`src/rtl/seq_shift_register.sv`:
```
// Multi-step shift/rotate register: executes an N-position shift one position per clock
// and reports progress through busy and a one-cycle done pulse.
//
// state   | meaning
// --------+---------------------------------------------------------
// S_IDLE  | waiting for load or start
// S_SHIFT | one step per edge until the latched count runs out
// S_DONE  | one-cycle completion pulse; accepts load/start like IDLE
module seq_shift_register #(
    parameter int WIDTH = 8,
    parameter int AMT_W = 4
) (
    input  logic             clock,
    input  logic             resetn,
    input  logic             load_n,
    input  logic [WIDTH-1:0] data_in,
    input  logic             start,
    input  logic [2:0]       op,
    input  logic [AMT_W-1:0] amount,
    input  logic             serial_in,
    output logic [WIDTH-1:0] q,
    output logic             shift_out,
    output logic             busy,
    output logic             done
);

    typedef enum logic [1:0] {
        S_IDLE  = 2'd0,
        S_SHIFT = 2'd1,
        S_DONE  = 2'd2
    } state_t;

    localparam logic [2:0] OP_NOP = 3'b000;
    localparam logic [2:0] OP_SLL = 3'b001;
    localparam logic [2:0] OP_SRL = 3'b010;
    localparam logic [2:0] OP_SRA = 3'b011;
    localparam logic [2:0] OP_ROL = 3'b100;
    localparam logic [2:0] OP_ROR = 3'b101;
    localparam logic [2:0] OP_SIL = 3'b110;

    state_t           state_q;
    logic [WIDTH-1:0] q_q;
    logic             so_q;
    logic [2:0]       op_q;
    logic [AMT_W-1:0] cnt_q;

    logic [WIDTH-1:0] step_d;
    logic             bit_out_d;

    // Single-position result for the latched op; serial_in is sampled live on every step edge.
    always_comb begin
        step_d    = q_q;
        bit_out_d = so_q;
        case (op_q)
            OP_NOP: begin
                step_d    = q_q;
                bit_out_d = so_q;
            end
            OP_SLL: begin
                step_d    = {q_q[WIDTH-2:0], 1'b0};
                bit_out_d = q_q[WIDTH-1];
            end
            OP_SRL: begin
                step_d    = {1'b0, q_q[WIDTH-1:1]};
                bit_out_d = q_q[0];
            end
            OP_SRA: begin
                step_d    = {q_q[WIDTH-1], q_q[WIDTH-1:1]};
                bit_out_d = q_q[0];
            end
            OP_ROL: begin
                step_d    = {q_q[WIDTH-2:0], q_q[WIDTH-1]};
                bit_out_d = q_q[WIDTH-1];
            end
            OP_ROR: begin
                step_d    = {q_q[0], q_q[WIDTH-1:1]};
                bit_out_d = q_q[0];
            end
            OP_SIL: begin
                step_d    = {q_q[WIDTH-2:0], serial_in};
                bit_out_d = q_q[WIDTH-1];
            end
            default: begin
                step_d    = {serial_in, q_q[WIDTH-1:1]};
                bit_out_d = q_q[0];
            end
        endcase
    end

    always_ff @(posedge clock or negedge resetn) begin
        if (!resetn) begin
            state_q <= S_IDLE;
            q_q     <= '0;
            so_q    <= 1'b0;
            op_q    <= OP_NOP;
            cnt_q   <= '0;
        end else begin
            case (state_q)
                S_SHIFT: begin
                    if (!load_n) begin
                        q_q     <= data_in;
                        cnt_q   <= '0;
                        state_q <= S_IDLE;
                    end else begin
                        q_q   <= step_d;
                        so_q  <= bit_out_d;
                        cnt_q <= cnt_q - 1'b1;
                        if (cnt_q == AMT_W'(1)) begin
                            state_q <= S_DONE;
                        end
                    end
                end
                S_IDLE, S_DONE: begin
                    // Load wins over start on the same edge.
                    if (!load_n) begin
                        q_q     <= data_in;
                        state_q <= S_IDLE;
                    end else if (start) begin
                        op_q    <= op;
                        cnt_q   <= amount;
                        state_q <= (amount != '0) ? S_SHIFT : S_DONE;
                    end else begin
                        state_q <= S_IDLE;
                    end
                end
                default: state_q <= S_IDLE;
            endcase
        end
    end

    assign q         = q_q;
    assign shift_out = so_q;
    assign busy      = (state_q == S_SHIFT);
    assign done      = (state_q == S_DONE);

endmodule

```
`config.mk`:
```
export PLATFORM = sky130hd
export DESIGN_NAME = seq_shift_register
export DESIGN_NICKNAME = d
export VERILOG_FILES = /design/src/rtl/seq_shift_register.sv
export SDC_FILE = /design/constraint.sdc
export NUM_CORES = 1
export LEC_CHECK = 0
export ABC_AREA = 1
export CORE_MARGIN = 2
export CORE_UTILIZATION = 45
export CTS_BUF_LIST = sky130_fd_sc_hd__clkbuf_4 sky130_fd_sc_hd__clkbuf_8 sky130_fd_sc_hd__clkbuf_16
export DETAILED_ROUTE_END_ITERATION = 7
export DONT_BUFFER_PORTS = 1
export PLACE_DENSITY = 0.65
export SLEW_MARGIN = 40
export SYNTH_ARGS = -nofsm -noshare
export SYNTH_HDL_FRONTEND = slang
export SYNTH_SLANG_ARGS = --single-unit
```
`constraint.sdc`:
```
create_clock -name clock -period 1.4 [get_ports clock]
set_input_delay 0.14 -clock clock [delete_from_list [all_inputs] [get_ports clock]]
set_output_delay 0.14 -clock clock [all_outputs]
set_load 0.005 [all_outputs]
```
; Word level (Yosys, flattened, before mapping)
; Index checks and enable logic that the tools add are counted.
[word_totals]
output_inout_bits = 11
ff_bits = 18
inputBits = 20
elab_cells = 49
[op_classes]
bitwise_logic = 1
add_sub_neg = 1
reduce_logical = 11
n_eq_ne = 15
n_mux = 15
[op_table]
columns = cell, n
row1 = one-hot mux 8 bit (7 select lines), 1
row2 = 2-to-1 mux 8 bit, 2
row3 = one-hot mux 8 bit (2 select lines), 1
row4 = 2-to-1 mux 4 bit, 3
row5 = AND reduction 3 bit, 4
row6 = 2-to-1 mux 2 bit, 5
row7 = "equality test 3 bit, second input constant", 3
row8 = one-hot mux 4 bit (2 select lines), 1
row9 = "equality test 3 x 2 -> 1 bit, second input constant", 2
row10 = "inequality test 2 bit, second input constant", 3
row11 = "inequality test 3 bit, second input constant", 2
row12 = "equality test 4 x 1 -> 1 bit, second input constant", 1
row13 = one-hot mux 2 bit (2 select lines), 1
row14 = AND reduction 4 bit, 1
row15 = nonzero test 4 bit, 1
row16 = "subtractor 4 x 1 -> 4 bit, second input constant", 1
row17 = "equality test 3 x 1 -> 1 bit, second input constant", 1
row18 = logical NOT 3 bit, 1
row19 = "inequality test 3 x 2 -> 1 bit, second input constant", 1
row20 = OR reduction 3 bit, 1
row21 = "equality test 2 x 1 -> 1 bit, second input constant", 1
row22 = "equality test 2 bit, second input constant", 1
row23 = logical NOT 2 bit, 1
row24 = one-hot mux 1 bit (2 select lines), 1
row25 = other kinds (3), 3

; Longest topological paths before layout
[depth]
depth_word = 5
ltp_mapped = 7
ltp_nobuf = 7

; Worst setup path after synthesis
; No wires, ideal clock.
[synth_timing]
kind = register to register
from = register state_q[0]
to = register q_q[0], in the netlist q[0]
synth_period_minus_slack_ns = 1.136
path_slack_ns = 0.264
path_stages_with_launch = 7
arrival_ns = 1.018
cell_sequence = dfrtp_1 -> nand2_4 -> clkinv_1 -> nor2_1 -> nor2_1 -> nand2_1 -> o21ai_2
[synth_between]
elab_chain_cells = 4
[synth_lines]
columns = item, line_no
row1 = "start, declared", 41  ; state_t state_q;
row2 = "start signal, assigned", 121  ; state_q <= (amount != '0) ? S_SHIFT : S_DONE;
row3 = equality test 2 bit / logical NOT 2 bit (equally long branches), 98  ; case (state_q)
row4 = OR reduction 2 bit, 98
row5 = inequality test 2 bit (no line) / nonzero test 2 bit (equally long branches), n/a
row6 = AND reduction 3 bit (no line), n/a
row7 = "end signal, assigned", 101  ; q_q <= data_in;
row8 = "end signal, assigned", 105  ; q_q <= step_d;
row9 = "end signal, assigned", 116  ; q_q <= data_in;
row10 = "end, declared", 42  ; logic [WIDTH-1:0] q_q;
; Several ways; a longest one is shown, not always the timed one.
; A chain may end at the register's enable or synchronous reset.

; Worst setup path in the final report
[layout_timing]
from = register op_q[2]
to = register q_q[3], in the netlist q[3]
[layout_between]
elab_chain_cells = 4
[layout_lines]
columns = item, line_no
row1 = "start, declared", 44  ; logic [2:0] op_q;
row2 = "start signal, assigned", 119  ; op_q <= op;
row3 = "equality test 3 bit, or another cell as far along", 54  ; case (op_q)
row4 = one-hot mux 8 bit (7 select lines), 54
row5 = 2-to-1 mux 8 bit, 100  ; if (!load_n) begin
row6 = one-hot mux 8 bit (2 select lines), 98
; Several ways; a longest one is shown, not always the timed one.

==> results.toml <==
[outcome]
status = "finished clean"

[placed_design]
place.detailed.hpwl_um = 1968
placed_cells = 192
buffer_ports.inserted = 0
post_dp_cell_area_sq_um = 1204
routabilityCongestion = 0.8506

[cts]
clock_tree.root_cell = "sky130_fd_sc_hd__clkbuf_4"
cts.repair_timing.setup_buffer_count = 0
clock_tree.buffer_depth = 2
cts_tree = "yes"
cts-buffers-inserted = 3
clock_sink_count = 18
cts.htree.levels = 1
clk-insertion-delay-late_ns = 0.30
cts.clk_slew.worst_paths_ns = 0.11

[synthesis]
synth_compound_area_share_pct = 15.34
post_synth_edffs = 0
synthesis.instances = 159
ys_seq_area_share_pct = 39.17
post-synth-top-area-cell = "sky130_fd_sc_hd__dfrtp_1"
synth.yosys.warnings = 0
ys.flop_type = "sky130_fd_sc_hd__dfrtp_1"
post_synth.cell_area_avg_sq_um = 7.232
ys_ff_latch = 18
synth_async_sr_flop_share_pct = 100.0
syn-num-nets = 181
largest_family_of_logic_cells_by_synthesized_area = "simple AND/OR/NAND/NOR gates"
syn-cell-area_sq_um = 1150
synth.top_cells.by_area = "sky130_fd_sc_hd__dfrtp_1, sky130_fd_sc_hd__nand2_1, sky130_fd_sc_hd__nand3_1"
synth_cell_type_count = 22
synth-xor-area-share_pct = 0
yosys.area_share.adder_pct = 2.176
yosysMostFrequentCell = "sky130_fd_sc_hd__nand2_1"
area_fraction_in_and_or_nand_and_nor_cells_after_synthesis_pct = 34.06
share_of_the_synthesized_area_in_the_top_cell_type_pct = 39.17
synth.mux.area_fraction_pct = 0
synth_commonest_cells = "sky130_fd_sc_hd__nand2_1, sky130_fd_sc_hd__inv_1, sky130_fd_sc_hd__nand3_1"

[grt]
grt_antenna_before_repair = 0
grt_first_pass_wirelength_um = 4305
grt_max_degree = 19
grt_pass1_vias = 972
global_route.usage.total_pct = 20.15
overflow = 0

[power_and_ir_drop]
pwr_density_cell_nw_per_um2 = 1476
relative_contribution_of_the_clock_network_to_total_power_pct = 17.2
p_sw_share_pct = 42.13
p_sw_w = 0.0008085
ir_worst_vdd_v = 0.0008015
p_leak_nw = 0.6308
share_comb_of_total_power_pct = 38.3
cell_internal_pwr_w = 0.001110
p_seq_share_pct = 44.5

[sta]
worst_slew_margin_relative_to_its_limit_pct = 69.22
peak_clock_frequency_supported_by_timing_mhz = 780.5
setup-violations-final = 0
hold_vio_cnt_final = 0
number_of_slew_limit_violations_in_the_final_report = 0
timing.clock.skew_ns = 0.001744
rsz0062_at_grt = "no"
worst_max_slew_pin_slew_ns = 0.4575
hold-worst-slack_ns = 0.02350
finalCritPeriodShare_pct = 91.51
timing.setup.tns_ns = 0
finalWorstPathRequiredPeriod_ns = 1.281

[cells_and_area]
post-route-cell-area_sq_um = 1300
finish.cell_count_without_fillers = 202
diodes = 0
area_growth_syn_to_layout_pct = 13.06
drive_gt1_share_pct = 13.37
utilization_pct = 52.96
nets = 195

[critical_path]
worst_ep_arrival_time_ns = 1.51
total_number_of_cells_along_the_worst_setup_path = 6
cp_num_buf_inv = 2
setup.reg_to_reg.worst_slack_ns = 0.12
worstSetupEndpoint = "q[3]$_DFFE_PN0P_"
startpoint_type = "register"
worst-r2r-cell-count = 6
crit_slowest_cell = "sky130_fd_sc_hd__dfrtp_1"
crit_chain = "inv_2 -> nand3_2 -> buf_4 -> nand3_1 -> nand3_1 -> a21oi_1"
crit_required_ns = 1.63
worst_path_largest_cell_delay_ns = 0.47
largest_delay_contributor_family_on_the_critical_path = "flip-flops"
type_of_element_capturing_the_critical_path = "register"
cp_common_cell = "sky130_fd_sc_hd__nand3_1"
crit-reg2reg-capture = "q[3]$_DFFE_PN0P_"
timing.setup.critical_path_class = "register to register"
critical_path.reg2reg.startpoint = "op_q[2]$_DFFE_PN0P_"
critical_path_fanout_max = 5
crit_start = "op_q[2]$_DFFE_PN0P_"

[detailed_routing]
drt_initial_violations = 27
drc = 0
avgViaCountPerCell = 5.312
route.detailed.wl_per_inst_um = 13.06
num_vias = 1073
totalWireLength_um = 2639
detail-route-antenna-nets = 0
drt-pass1-iter-count = 4

[worst_hold_path]
holdCritPathClass = "primary input to register"

[job]
max-cap-violations = 0

[die]
floorplan.die_area_sq_um = 2976
floorplan.initialDensity_pct = 46.84
vert_die_dim_um = 54.55
core-area_sq_um = 2455
num_rows = 18
die_span_x_um = 54.55
top_level_ports = 31
registers in the layout, summed over array words and instances, names as in the netlist:
signal / flops
cnt_q: 4
op_q: 3
q: 8
shift_out: 1
state_q: 2
area by class of cell:
| cell class | count | area, sq um |
|---|---|---|
| sequential | 18 | 452.9 |
| inverter | 24 | 92.59 |
| timing repair buffer | 10 | 85.08 |
| tap | 30 | 37.54 |
| clock buffer | 4 | 36.28 |
| multi-input combinational | 116 | 595.6 |
| fill | 238 | 1155 |
per-layer routing:
layer  wire (um)  global-route usage, %  up-vias
li1            -                      -      547
met1        1257                  29.06      484
met2        1179                  29.52       40
met3         187                  4.098        2
met4          14                  7.500        0
met5           0                      0        -
through the flow:
stage	power (W)	worst slack, ns
finish	0.001919	0.1188
detailed placement	0.001565	0.08932
CTS	0.001922	0.07152
global route	0.002104	0.006292
floorplan	0.001387	0.2637
global placement	0.001547	0.1347
power by group through the flow:
stage	logic (W)	clock network [W]	registers [W]
6_report	0.000734	0.000330	0.000855
5_1_grt	0.000855	0.000360	0.000889
4_1_cts	0.000732	0.000340	0.000850
3_5_place_dp	0.000703	0	0.000862
3_3_place_gp	0.000692	0	0.000856
2_1_floorplan	0.000569	0	0.000819
worst min-delay path by stage:
stage                                  end  slack [ns]  cells after the start        from
detailed placement     op_q[2]$_DFFE_PN0P_       -0.16                      0      resetn
global route        state_q[1]$_DFFE_PN0P_        0.03                      3   amount[1]
finish                    q[1]$_DFFE_PN0P_        0.02                      2  data_in[1]
floorplan             cnt_q[0]$_DFFE_PN0P_       -0.16                      0      resetn
global placement    state_q[1]$_DFFE_PN0P_       -0.16                      0      resetn
CTS                       q[4]$_DFFE_PN0P_        0.02                      2  data_in[4]
repair_timing:
item,4_1_cts,5_1_grt
endpoints found under the hold margin,22,18
setup endpoints to repair,0,8
hold buffers,5,1
resized for setup,0,3
cells by family after synthesis:
logic type,count (synthesis)
fa+ha+maj,2
simple gates,81
compound gates,33
flops,18
buf+inv,25
cells in the final DEF (no fill, tap or decap), drive strengths merged:
cell type    count
nand2           38
inv             23
nand3           22
nor2            18
dfrtp           18
a21oi           17
o21ai           14
dlygate4sd3      5
buf              5
clkbuf           4
ha               2
nor4             1
a21boi           1
nand3b           1
clkinv           1
a31oi            1
nand4            1
No activity file was read; power rests on OpenSTA's default activity.
